**src/rtl/match_scoreboard.sv**
```systemverilog
// match_scoreboard
//   Sits downstream of the tic-tac-toe game core. Counts X wins, 0 wins and
//   draws over successive games, holds each result for HOLD_CYCLES, then
//   pulses board_clr so the board is cleared for the next game. The first
//   player to reach WIN_TARGET game wins takes the match.
// Ports
//   clk, rst          clock (rising edge), synchronous active-high reset
//   win               core win code: 00 none, 01 X, 10 0, 11 invalid
//   pos1..pos9        board cells: 00 empty, 01 X, 10 0, 11 invalid
//   new_match         1-cycle pulse: clear scores and start a new match
//   score_x/o/draw    saturating game counters
//   last_result       00 none, 01 X, 10 0, 11 draw
//   game_over         high while not in PLAY
//   board_clr         1-cycle pulse, ORed into the core reset by the system
//   match_done        high while the match is decided
//   match_winner      00 none, 01 X, 10 0
module match_scoreboard #(
    parameter int WIN_TARGET  = 3,
    parameter int CNT_W       = 8,
    parameter int HOLD_CYCLES = 4
) (
    input  logic             clk,
    input  logic             rst,
    input  logic [1:0]       win,
    input  logic [1:0]       pos1,
    input  logic [1:0]       pos2,
    input  logic [1:0]       pos3,
    input  logic [1:0]       pos4,
    input  logic [1:0]       pos5,
    input  logic [1:0]       pos6,
    input  logic [1:0]       pos7,
    input  logic [1:0]       pos8,
    input  logic [1:0]       pos9,
    input  logic             new_match,
    output logic [CNT_W-1:0] score_x,
    output logic [CNT_W-1:0] score_o,
    output logic [CNT_W-1:0] score_draw,
    output logic [1:0]       last_result,
    output logic             game_over,
    output logic             board_clr,
    output logic             match_done,
    output logic [1:0]       match_winner
);

    localparam int               HC_W      = $clog2(HOLD_CYCLES + 1);
    localparam logic [HC_W-1:0]  HOLD_LOAD = HC_W'(HOLD_CYCLES - 1);
    localparam logic [CNT_W-1:0] TARGET    = CNT_W'(WIN_TARGET);

    typedef enum logic [2:0] {
        PLAY       = 3'd0,
        RESULT     = 3'd1,
        HOLD       = 3'd2,
        WAIT_CLR   = 3'd3,
        MATCH_DONE = 3'd4
    } state_t;

    state_t           r_state, w_state_nxt;
    logic [HC_W-1:0]  r_hold, w_hold_nxt;
    logic [CNT_W-1:0] r_sx, r_so, r_sd;
    logic [CNT_W-1:0] w_sx_nxt, w_so_nxt, w_sd_nxt;
    logic [1:0]       r_lr, w_lr_nxt;
    logic [1:0]       r_mw, w_mw_nxt;
    logic             r_go, r_bc, r_md;
    logic             w_bc_nxt;
    logic             w_full, w_empty;

    // Counters stick at all-ones instead of wrapping back to zero.
    function automatic logic [CNT_W-1:0] sat_inc(input logic [CNT_W-1:0] v);
        return (v == '1) ? v : v + CNT_W'(1);
    endfunction

    assign w_full  = (pos1 != 2'b00) && (pos2 != 2'b00) && (pos3 != 2'b00) &&
                     (pos4 != 2'b00) && (pos5 != 2'b00) && (pos6 != 2'b00) &&
                     (pos7 != 2'b00) && (pos8 != 2'b00) && (pos9 != 2'b00);
    assign w_empty = (pos1 == 2'b00) && (pos2 == 2'b00) && (pos3 == 2'b00) &&
                     (pos4 == 2'b00) && (pos5 == 2'b00) && (pos6 == 2'b00) &&
                     (pos7 == 2'b00) && (pos8 == 2'b00) && (pos9 == 2'b00);

    always_comb begin
        w_state_nxt = r_state;
        w_hold_nxt  = r_hold;
        w_sx_nxt    = r_sx;
        w_so_nxt    = r_so;
        w_sd_nxt    = r_sd;
        w_lr_nxt    = r_lr;
        w_mw_nxt    = r_mw;
        w_bc_nxt    = 1'b0;

        if (new_match) begin
            // A new match beats any game event seen in the same cycle.
            w_sx_nxt    = '0;
            w_so_nxt    = '0;
            w_sd_nxt    = '0;
            w_lr_nxt    = 2'b00;
            w_mw_nxt    = 2'b00;
            w_bc_nxt    = 1'b1;
            w_state_nxt = WAIT_CLR;
        end else begin
            case (r_state)
                PLAY: begin
                    if (win == 2'b01) begin
                        w_sx_nxt    = sat_inc(r_sx);
                        w_lr_nxt    = 2'b01;
                        w_state_nxt = RESULT;
                    end else if (win == 2'b10) begin
                        w_so_nxt    = sat_inc(r_so);
                        w_lr_nxt    = 2'b10;
                        w_state_nxt = RESULT;
                    end else if (win == 2'b00 && w_full) begin
                        w_sd_nxt    = sat_inc(r_sd);
                        w_lr_nxt    = 2'b11;
                        w_state_nxt = RESULT;
                    end
                end
                RESULT: begin
                    // Scores were already updated on entry, so compare the registers.
                    if (r_sx == TARGET) begin
                        w_mw_nxt    = 2'b01;
                        w_state_nxt = MATCH_DONE;
                    end else if (r_so == TARGET) begin
                        w_mw_nxt    = 2'b10;
                        w_state_nxt = MATCH_DONE;
                    end else begin
                        w_hold_nxt  = HOLD_LOAD;
                        w_state_nxt = HOLD;
                    end
                end
                HOLD: begin
                    if (r_hold == '0) begin
                        w_bc_nxt    = 1'b1;
                        w_state_nxt = WAIT_CLR;
                    end else begin
                        w_hold_nxt = r_hold - HC_W'(1);
                    end
                end
                WAIT_CLR: begin
                    // Only a fully cleared board re-arms counting, so a stale
                    // result still on the core outputs is never counted twice.
                    if (win == 2'b00 && w_empty) begin
                        w_state_nxt = PLAY;
                    end
                end
                MATCH_DONE: begin
                end
                default: begin
                    w_state_nxt = PLAY;
                end
            endcase
        end
    end

    always_ff @(posedge clk) begin
        if (rst) begin
            r_state <= PLAY;
            r_hold  <= '0;
            r_sx    <= '0;
            r_so    <= '0;
            r_sd    <= '0;
            r_lr    <= 2'b00;
            r_mw    <= 2'b00;
            r_go    <= 1'b0;
            r_bc    <= 1'b0;
            r_md    <= 1'b0;
        end else begin
            r_state <= w_state_nxt;
            r_hold  <= w_hold_nxt;
            r_sx    <= w_sx_nxt;
            r_so    <= w_so_nxt;
            r_sd    <= w_sd_nxt;
            r_lr    <= w_lr_nxt;
            r_mw    <= w_mw_nxt;
            r_go    <= (w_state_nxt != PLAY);
            r_bc    <= w_bc_nxt;
            r_md    <= (w_state_nxt == MATCH_DONE);
        end
    end

    assign score_x      = r_sx;
    assign score_o      = r_so;
    assign score_draw   = r_sd;
    assign last_result  = r_lr;
    assign game_over    = r_go;
    assign board_clr    = r_bc;
    assign match_done   = r_md;
    assign match_winner = r_mw;

endmodule

```
**config.mk**
```make
export PLATFORM = sky130hd
export DESIGN_NAME = match_scoreboard
export DESIGN_NICKNAME = d
export VERILOG_FILES = /design/src/rtl/match_scoreboard.sv
export SDC_FILE = /design/constraint.sdc
export NUM_CORES = 1
export LEC_CHECK = 0
export BUFFER_PORTS_ARGS = -buffer_cell sky130_fd_sc_hd__buf_4
export CORE_ASPECT_RATIO = 1.25
export CORE_MARGIN = 8
export CORE_UTILIZATION = 30
export CTS_BUF_LIST = sky130_fd_sc_hd__clkbuf_16
export CTS_CLUSTER_DIAMETER = 200
export CTS_CLUSTER_SIZE = 14
export DETAILED_ROUTE_END_ITERATION = 12
export GPL_TIMING_DRIVEN = 0
export REMOVE_ABC_BUFFERS = 1
export SYNTH_ARGS = -nofsm -noshare
export SYNTH_HDL_FRONTEND = slang
export SYNTH_SLANG_ARGS = --single-unit
```
**constraint.sdc**
```tcl
create_clock -name clk -period 2 [get_ports clk]
set_input_delay 0.4 -clock clk [delete_from_list [all_inputs] [get_ports clk]]
set_output_delay 0.4 -clock clk [all_outputs]
set_load 0.05 [all_outputs]
```
Word level (Yosys, flattened, before mapping). Index checks and enable logic that the tools add are counted.

$add $sub $neg: 4. Equal/unequal tests: 15. Mux-type cells: 21. Bitwise logic cells: 6. Reductions and logical operators: 50.

Operators with widths (number): two-way mux 3 bit (11); adder 8 x 1 -> 8 bit, second input constant (3); equality test 8 bit, second input constant (3); nonzero test 2 bit (11); logical NOT 2 bit (10); logical AND 1 bit (18); equality test 8 x 2 -> 1 bit, second input constant (2); one-hot mux 3 bit (5 select lines) (1); two-way mux 2 bit (5); AND reduction 5 bit (2); equality test 3 x 2 -> 1 bit, second input constant (2); equality test 3 bit, second input constant (2); logical NOT 3 bit (2); != test 2 bit, second input constant (3); inverter 1 bit (6); one-hot mux 3 bit (2 select lines) (1); nonzero test 3 bit (2); AND reduction 2 bit (2); AND reduction 4 bit (1); equality test 3 x 1 -> 1 bit, second input constant (1); two-way mux 1 bit (3); AND reduction 3 bit (1); subtractor 3 x 1 -> 3 bit, second input constant (1); equality test 2 x 1 -> 1 bit, second input constant (1); 2 further kinds (2).

Bits in registers: 37. Input bits: 23. Word-level logic and storage cells: 106.

Logic depth before layout (Yosys ltp). Gate-level depths: netlist of the first run.

Word-level depth: 16. Mapped depth: 7.

Worst setup path after synthesis of the first run. OpenSTA, ideal clock, no wires.

Kind: reg-to-reg. Start: register r_sx[0], in the netlist score_x[0]. End: register r_sx[4], in the netlist score_x[4]. Library setup time: 0.128 ns. Data arrival time: 1.873 ns. Required time: 1.872 ns. Setup slack: -0.001 ns. Cell stages (with the launch flop): 7. Path buffers: 0. Clock period less this slack: 2.001 ns. Cell sequence: dfxtp_1 > ha_1 > nand3_1 > o211ai_1 > or3_1 > xor2_1 > nor2_1.

Longest elaborated chain between the ends: 3. Elaborated cells between the ends (all ways): 4. Those cells by class: 1 x add/sub; 1 x eq/ne; 1 x bitwise; 1 x reduce/logical.

RTL lines: start, declared (line 59) `logic [CNT_W-1:0] r_sx, r_so, r_sd;`; start signal, assigned (line 167) `r_sx <= w_sx_nxt;`; parallel branches: the longest is 3 deep, another holds adder 8 x 1 -> 8 bit.

Parallel ways; which one is timed is not known. A chain may end at the register's enable or synchronous reset.

Worst setup path after layout of the first run.
Start: register r_so[0], in the netlist score_o[0]. End: register r_go, in the netlist game_over.

Longest elaborated chain between the ends: 6.

RTL lines: start, declared (line 59); start signal, assigned (line 168) `r_so <= w_so_nxt;`; equality test 8 x 2 -> 1 bit (line 120) `end else if (r_so == TARGET) begin`; two-way mux 3 bit (line 120); two-way mux 3 bit (line 117) `if (r_sx == TARGET) begin`; one-hot mux 3 bit (5 select lines) (line 99) `case (r_state)`; two-way mux 3 bit (line 89) `if (new_match) begin`; nonzero test 3 bit (line 172) `r_go <= (w_state_nxt != PLAY);`; end signal, assigned (line 172); end, declared (line 63) `logic r_go, r_bc, r_md;`.

Every way passes these cells.

==> results of run 1 <==
[sequential cells by signal, summed over array words and instances (netlist names)]
| name | count |
|---|---|
| match_winner | 2 |
| match_done | 1 |
| board_clr | 1 |
| r_state | 3 |
| r_hold | 3 |
| game_over | 1 |
| score_o | 8 |
| score_x | 8 |
| last_result | 2 |
| score_draw | 8 |
[per-layer routing]
layer  up-vias  share of wire, %  routed length [um]
li1        869                 -                   -
met5         -                 0                   0
met2        48                45                2080
met3         6               8.3                 384
met1       804                45                2090
met4         0               1.5                  70
[critical path, stage by stage (launching register included)]
cell and delay (ps):
sky130_fd_sc_hd__dfxtp_1 340, sky130_fd_sc_hd__ha_1 270, sky130_fd_sc_hd__nor4b_2 180, sky130_fd_sc_hd__nand2_1 100, sky130_fd_sc_hd__nor2_1 70, sky130_fd_sc_hd__o311ai_0 660
sky130_fd_sc_hd__a31oi_1 170
[per-stage QoR]
step / utilization [%] / TNS, ps / total power, mW / hold WS, ps / worst slack [ps]
after global placement: 38.5 / -794 / 0.978 / 444 / -153
after global routing: 41.4 / -15.4 / 1.77 / 356 / -12.7
after floorplan: - / -2.30 / 0.902 / 441 / -2.30
after CTS: 40.7 / 0 / 1.72 / 345 / 32.0
after detailed placement: 38.5 / -921 / 0.980 / 453 / -178
final: 41.4 / 0 / 1.69 / 351 / 72.6
[area by class of cell]
cell class | instances | area, um^2 | area share (%)
sequential | 37 | 741 | 29.4
clock inverter | 2 | 7.51 | 0.298
inverter | 10 | 37.5 | 1.49
clock buffer | 5 | 125 | 4.97
timing repair buffer | 54 | 405 | 16.1
tap | 85 | 106 | 4.22
multi-input combinational | 163 | 1090 | 43.5
[layout by cell type, fill, tap and decap left out, drive strengths merged, types with 2 or more instances in the layout]
cell / synthesis / layout
buf: 0 / 54
dfxtp: 37 / 37
nor2: 31 / 31
a21oi: 13 / 13
nand2: 12 / 12
nand3: 12 / 12
inv: 10 / 11
xor2: 11 / 11
ha: 9 / 9
o21ai: 8 / 8
nor3: 7 / 7
nand4: 7 / 7
or3: 6 / 6
xnor2: 5 / 5
o21a: 5 / 5
clkbuf: 4 / 5
nor4: 5 / 5
nor2b: 4 / 4
o22ai: 3 / 3
mux2i: 3 / 3
or2: 3 / 3
nor4b: 3 / 3
and2: 2 / 2
and3b: 2 / 2
[cell families (layout without fill, tap and decap cells)]
kind of cell	count (synthesis)	after routing
xor gates and xnor gates	16	16
muxes	3	3
adders and majority gates	9	9
and+or+nand+nor	99	99
AOI/OAI and AO/OA	36	36
DFF	37	37
buffers and inverters	14	71
[what timing repair did]
item                                    CTS  global route
gates resized for setup                   0             4
hold endpoints to repair                  0             0
gates cloned                              0             0
pin swaps                                 1             1
endpoints found under the setup margin    2            13
buffers inserted                          0             1
[power by group]
part | switching [mW] | total (mW) | internal (mW)
Combinational | 0.115 | 0.201 | 0.0861
Clock | 0.279 | 0.724 | 0.445
Sequential | 0.0111 | 0.765 | 0.754
[worst paths after layout]
kind                     to      startpoint  slack, ps  cells after the start
max               game_over      score_o[0]         70                      6
max reg2reg       game_over      score_o[0]         70                      6
min reg2reg  last_result[1]  last_result[1]        460                      2
min               r_hold[2]             rst        350                      2
==> metrics.log, run 1 <==
INFO  metric total_of_warnings_raised_by_yosys = 0
INFO  metric finalSetupViolCount = 0
INFO  metric netlist_area = 0.00186 mm^2
INFO  metric synthArstFlopShare = 0%
INFO  metric synth.ff_latch_count = 37
INFO  metric grt_pass1_vias = 1684
INFO  metric seq_total_area_yosys = 39.9%
INFO  metric worst_ir_drop_vdd = 0.420 mV
INFO  metric drv_slew = 0
INFO  metric first_pass_grt_wire_length = 7690 um
INFO  metric final_layout_size_suffix_gt1_share = 25.8%
INFO  metric grt_max_degree = 27
INFO  metric synth.top_cells.by_area = sky130_fd_sc_hd__dfxtp_1, sky130_fd_sc_hd__nor2_1, sky130_fd_sc_hd__ha_1
INFO  metric yosysTopAreaCellShare = 39.9%
INFO  metric cts_inserted_buffers = 5
INFO  metric globalRouteTotalUtil = 10.5%
INFO  metric finish.cell_count_without_fillers = 356
INFO  metric die_width = 86.4 um
INFO  metric placeable_area = 0.00609 mm^2
INFO  metric detailed_placement_hpwl = 3480 um
INFO  metric number_of_vias_per_cell_after_detailed_routing = 4.85
INFO  metric cp_max_fo = 5
INFO  metric synthTopCellsByCount = sky130_fd_sc_hd__dfxtp_1, sky130_fd_sc_hd__nor2_1, sky130_fd_sc_hd__a21oi_1, sky130_fd_sc_hd__nand2_1
INFO  metric route.detailed.drc = 0
INFO  metric gr-max-usage-layer = met2
INFO  metric initial_utilization = 30.5%
INFO  metric groute.layer.met1.usage = 12.2%
INFO  metric layout-area-overhead-vs-synth = 35.6%
INFO  metric dominantRegCellSynth = sky130_fd_sc_hd__dfxtp_1
INFO  metric min_path_type = input pin to flop
INFO  metric port_buffers = 53
INFO  metric gr-usage-met2 = 16.5%
INFO  metric row_count = 32
INFO  metric cellPowerDensity = 671 mW/mm^2
INFO  metric cts.sink_count = 37
INFO  metric drv_cap = 0
INFO  metric synth-compound-area-share = 12.2%
INFO  metric post_cts_hold_buffer_count = 0
INFO  metric synth_cell_type_count = 41
INFO  metric max_slew.worst_pin.slew = 783 ps
INFO  metric antenna_diode_count = 0
INFO  metric routedWlPerCell = 13.0 um
INFO  metric finalCritPeriodShare = 96.4%
INFO  metric io_pins = 54
INFO  metric design.die.area = 0.00898 mm^2
INFO  metric end_kind = flop
INFO  metric total_routed_wirelength = 4630 um
INFO  metric final_antenna_net_count = 0
INFO  metric worst-setup-path-type = flop to flop
INFO  metric synth.mux.area_fraction = 1.62%
INFO  metric clkSlewWorstSetupHoldPaths = 50 ps
INFO  metric layout_min_cycle_time = 1930 ps
INFO  metric placement_cell_area = 0.00235 mm^2
INFO  metric route.vias.total = 1727
INFO  metric leakage = 1.02 nW
INFO  metric timing.critical_path.from_type = flop
INFO  metric gpl.final_weighted_congestion = 0.739
INFO  metric die-height = 104 um
INFO  metric synth_top_cell_by_area = sky130_fd_sc_hd__dfxtp_1
INFO  metric synth-edff-count = 0
INFO  metric final_cell_area = 0.00252 mm^2
INFO  metric run_status = finished, final reports clean
INFO  metric achievable-frequency = 519 MHz
INFO  metric dominant_combinational_cell_family_by_area_after_synthesis = simple AND/OR/NAND/NOR gates
INFO  metric synthCells = 214
INFO  metric cts.root.buffer_cell = sky130_fd_sc_hd__clkbuf_16
INFO  metric first_pass_iters = 4
INFO  metric slew_headroom = 47.1%
INFO  metric number_of_antenna_violations_at_the_first_check_in_global_routing = 0
INFO  metric cts-htree-levels = 2
INFO  metric fin_worst_skew = 2.13 ps
INFO  metric worstPathArrival = 2060 ps
INFO  metric grt.met3_usage = 4.58%
INFO  metric fin_nets = 303
INFO  metric tritoncts = yes
INFO  metric clk_latency_worst_skew_pair = 280 ps
INFO  metric place_inst = 348
INFO  metric layout.filler_cells = 657
INFO  metric synth_simple_gate_area_share = 29.9%
INFO  metric worstPathRequired = 2130 ps
INFO  metric synth.most_common_cell = sky130_fd_sc_hd__dfxtp_1
INFO  metric synthesized_area_per_cell = 8.68 um^2
INFO  metric timing_hold_violations_final = 0
INFO  metric maximum_root_to_sink_buffer_count = 2
INFO  metric overflow = 0
INFO  metric synth_adder_area_share = 6.06%
INFO  metric detailedRoute.firstIterationViolations = 61
INFO  metric synthXorXnorAreaFrac = 7.55%
No activity file was read; power rests on OpenSTA's default activity.
==> run 2, diff against run 1 <==
--- a/config.mk
+++ b/config.mk
@@ -16,4 +16,5 @@
 export GPL_TIMING_DRIVEN = 0
 export REMOVE_ABC_BUFFERS = 1
+export SLEW_MARGIN = 10
 export SYNTH_ARGS = -nofsm -noshare
 export SYNTH_HDL_FRONTEND = slang
==> constraint.sdc (replaced) <==
create_clock -name clk -period 2 [get_ports clk]
set_input_delay 0.2 -clock clk [delete_from_list [all_inputs] [get_ports clk]]
set_output_delay 0.2 -clock clk [all_outputs]
set_load 0.05 [all_outputs]
==> run 2 against run 1 <==
  * Clock skew about the same
  * Design area decreased by 0.30%
  * Clock-buffer cell count unchanged
  * Register-to-register slack barely moved
  * Non-clock buffer count unchanged
  * Power about the same
  * Critical path depth did not move
  * Worst setup slack improved by 2.3 ps
  * Worst hold slack worse by 200 ps
  * Via count decreased by 0.17%
  * Clock power about the same
  * Routed wire length barely moved
==> metrics.log, run 2 (synthesis results as in run 1) <==
INFO  metric run_status = finished, final reports clean
INFO  metric worstPathArrival = 2060 ps
INFO  metric setup_repair_after_global_routing_missed_its_margin = no
INFO  metric die_width = 86.4 um
INFO  metric row_count = 32
INFO  metric initial_utilization = 30.5%
INFO  metric crit_end = game_over
INFO  metric post_cts_hold_buffer_count = 0
INFO  metric worstPathRequired = 2130 ps
INFO  metric timing.reg2reg.worst_path_depth = 6
INFO  metric cp_max_fo = 5
INFO  metric layout_min_cycle_time = 1930 ps
INFO  metric slew_headroom = 47.2%
INFO  metric finish.cell_count_without_fillers = 356
INFO  metric start_point_of_the_critical_path = score_o[0]
INFO  metric finalSetupViolCount = 0
INFO  metric hold_path_startpoint = rst
INFO  metric timing_hold_violations_final = 0
INFO  metric tritoncts = yes
INFO  metric clkSlewWorstSetupHoldPaths = 50 ps
INFO  metric setup-tns-final = 0 ps
INFO  metric fin_worst_skew = 2.14 ps
INFO  metric cts.sink_count = 37
INFO  metric achievable-frequency = 519 MHz
INFO  metric route.detailed.drc = 0
INFO  metric total_routed_wirelength = 4630 um
INFO  metric min_path_type = input pin to flop
INFO  metric grt_pass1_vias = 1684
INFO  metric design.die.area = 0.00898 mm^2
INFO  metric globalRouteTotalUtil = 10.5%
INFO  metric setup_slack = 75.0 ps
INFO  metric clk_latency_worst_skew_pair = 280 ps
INFO  metric layout_commonest_cell = sky130_fd_sc_hd__buf_4
INFO  metric timing.critical_path.from_type = flop
INFO  metric cts_inserted_buffers = 5
INFO  metric port_buffers = 53
INFO  metric layout-area-overhead-vs-synth = 35.2%
INFO  metric finalCritPeriodShare = 96.3%
INFO  metric leakage = 1.02 nW
INFO  metric overflow = 0
INFO  metric place_inst = 348
INFO  metric detailedRoute.firstIterationViolations = 62
INFO  metric worst_hold_slack = 151 ps
INFO  metric capture_point_of_the_worst_reg_to_reg_path = game_over
INFO  metric die-height = 104 um
INFO  metric final_antenna_net_count = 0
INFO  metric dp_worst_setup_slack = -19.4 ps
INFO  metric drv_cap = 0
INFO  metric drv_slew = 0
INFO  metric fin_nets = 303
INFO  metric layout.cells.most_common_list = sky130_fd_sc_hd__buf_4, sky130_fd_sc_hd__dfxtp_1, sky130_fd_sc_hd__nor2_1
INFO  metric r2r_start = score_o[0]
INFO  metric gpl.final_weighted_congestion = 0.739
INFO  metric worst_ir_drop_vdd = 0.420 mV
INFO  metric number_of_vias_per_cell_after_detailed_routing = 4.84
INFO  metric regToRegSetupSlack = 70 ps
INFO  metric cts.root.buffer_cell = sky130_fd_sc_hd__clkbuf_16
INFO  metric placeable_area = 0.00609 mm^2
INFO  metric worst-setup-path-type = flop to flop
INFO  metric final_layout_size_suffix_gt1_share = 25.8%
INFO  metric routedWlPerCell = 13.0 um
INFO  metric maximum_root_to_sink_buffer_count = 2
INFO  metric first_pass_iters = 4
INFO  metric grt_max_degree = 27
INFO  metric antenna_diode_count = 0
INFO  metric post-route-util = 41.2%
INFO  metric layout.filler_cells = 660
INFO  metric sequential_cell_area = 741 um^2
INFO  metric first_pass_grt_wire_length = 7690 um
INFO  metric io_pins = 54
INFO  metric cts-htree-levels = 2
INFO  metric cellPowerDensity = 673 mW/mm^2
INFO  metric max_slew.worst_pin.slew = 783 ps
INFO  metric number_of_antenna_violations_at_the_first_check_in_global_routing = 0
INFO  metric route.vias.total = 1724
INFO  metric area_occupied_by_multi_input_gates = 0.00109 mm^2
INFO  metric detailed_placement_hpwl = 3480 um
INFO  metric end_kind = flop
run 2: cell counts in the layout (fill, tap and decap cells not counted):
Identical to the previous run, type by type.
run 2: metrics by stage:
step                      power, mW  area (um^2)
after floorplan               0.902         1840
after global placement        0.978         2350
after detailed placement      0.980         2350
after CTS                      1.72         2480
after global routing           1.77         2510
final                          1.69         2510
run 2: worst max-delay path: stages (launching register included):
cell and delay (ps):
sky130_fd_sc_hd__dfxtp_1 340, sky130_fd_sc_hd__ha_1 270, sky130_fd_sc_hd__nor4b_2 180, sky130_fd_sc_hd__nand2_1 90
sky130_fd_sc_hd__nor2_1 70, sky130_fd_sc_hd__o311ai_0 660, sky130_fd_sc_hd__a31oi_1 170
run 2: layout make-up:
cell class | count | share of cell area [%]
Multi-Input combinational cell | 163 | 43.3
Sequential cell | 37 | 29.5
Timing Repair Buffer | 54 | 16.2
Clock buffer | 5 | 4.99
Tap cell | 85 | 4.24
Inverter | 10 | 1.50
Clock inverter | 2 | 0.299
run 2: where the power goes:
part / switching, mW / total, mW / internal, mW
Combinational: 0.113 / 0.199 / 0.0858
Sequential: 0.0111 / 0.765 / 0.754
Clock: 0.279 / 0.724 / 0.445
run 2: routing by layer:
| layer | track usage [%] | wire length [um] | part of all wire (%) | vias to the layer above |
|---|---|---|---|---|
| met5 | 0 | 0 | 0 | - |
| met4 | 4.07 | 70 | 1.5 | 0 |
| met3 | 4.58 | 384 | 8.3 | 6 |
| met2 | 16.5 | 2070 | 45 | 48 |
| met1 | 12.2 | 2100 | 45 | 799 |
| li1 | - | - | - | 871 |
run 2: timing repair:
action                                  in CTS  in global routing
endpoints found under the setup margin       2                 13
setup buffers                                0                  1
resized for setup                            0                  3
pin swaps                                    1                  1
run 2: how the worst min path moves through the flow:
stage                             to  slack, ps  cells after the start
final                      r_hold[2]        150                      2
after global routing       r_hold[2]        160                      2
after CTS                  r_hold[2]        140                      2
after detailed placement   r_hold[2]        440                      2
after global placement    r_state[1]        440                      2
after floorplan            r_hold[2]        270                      1
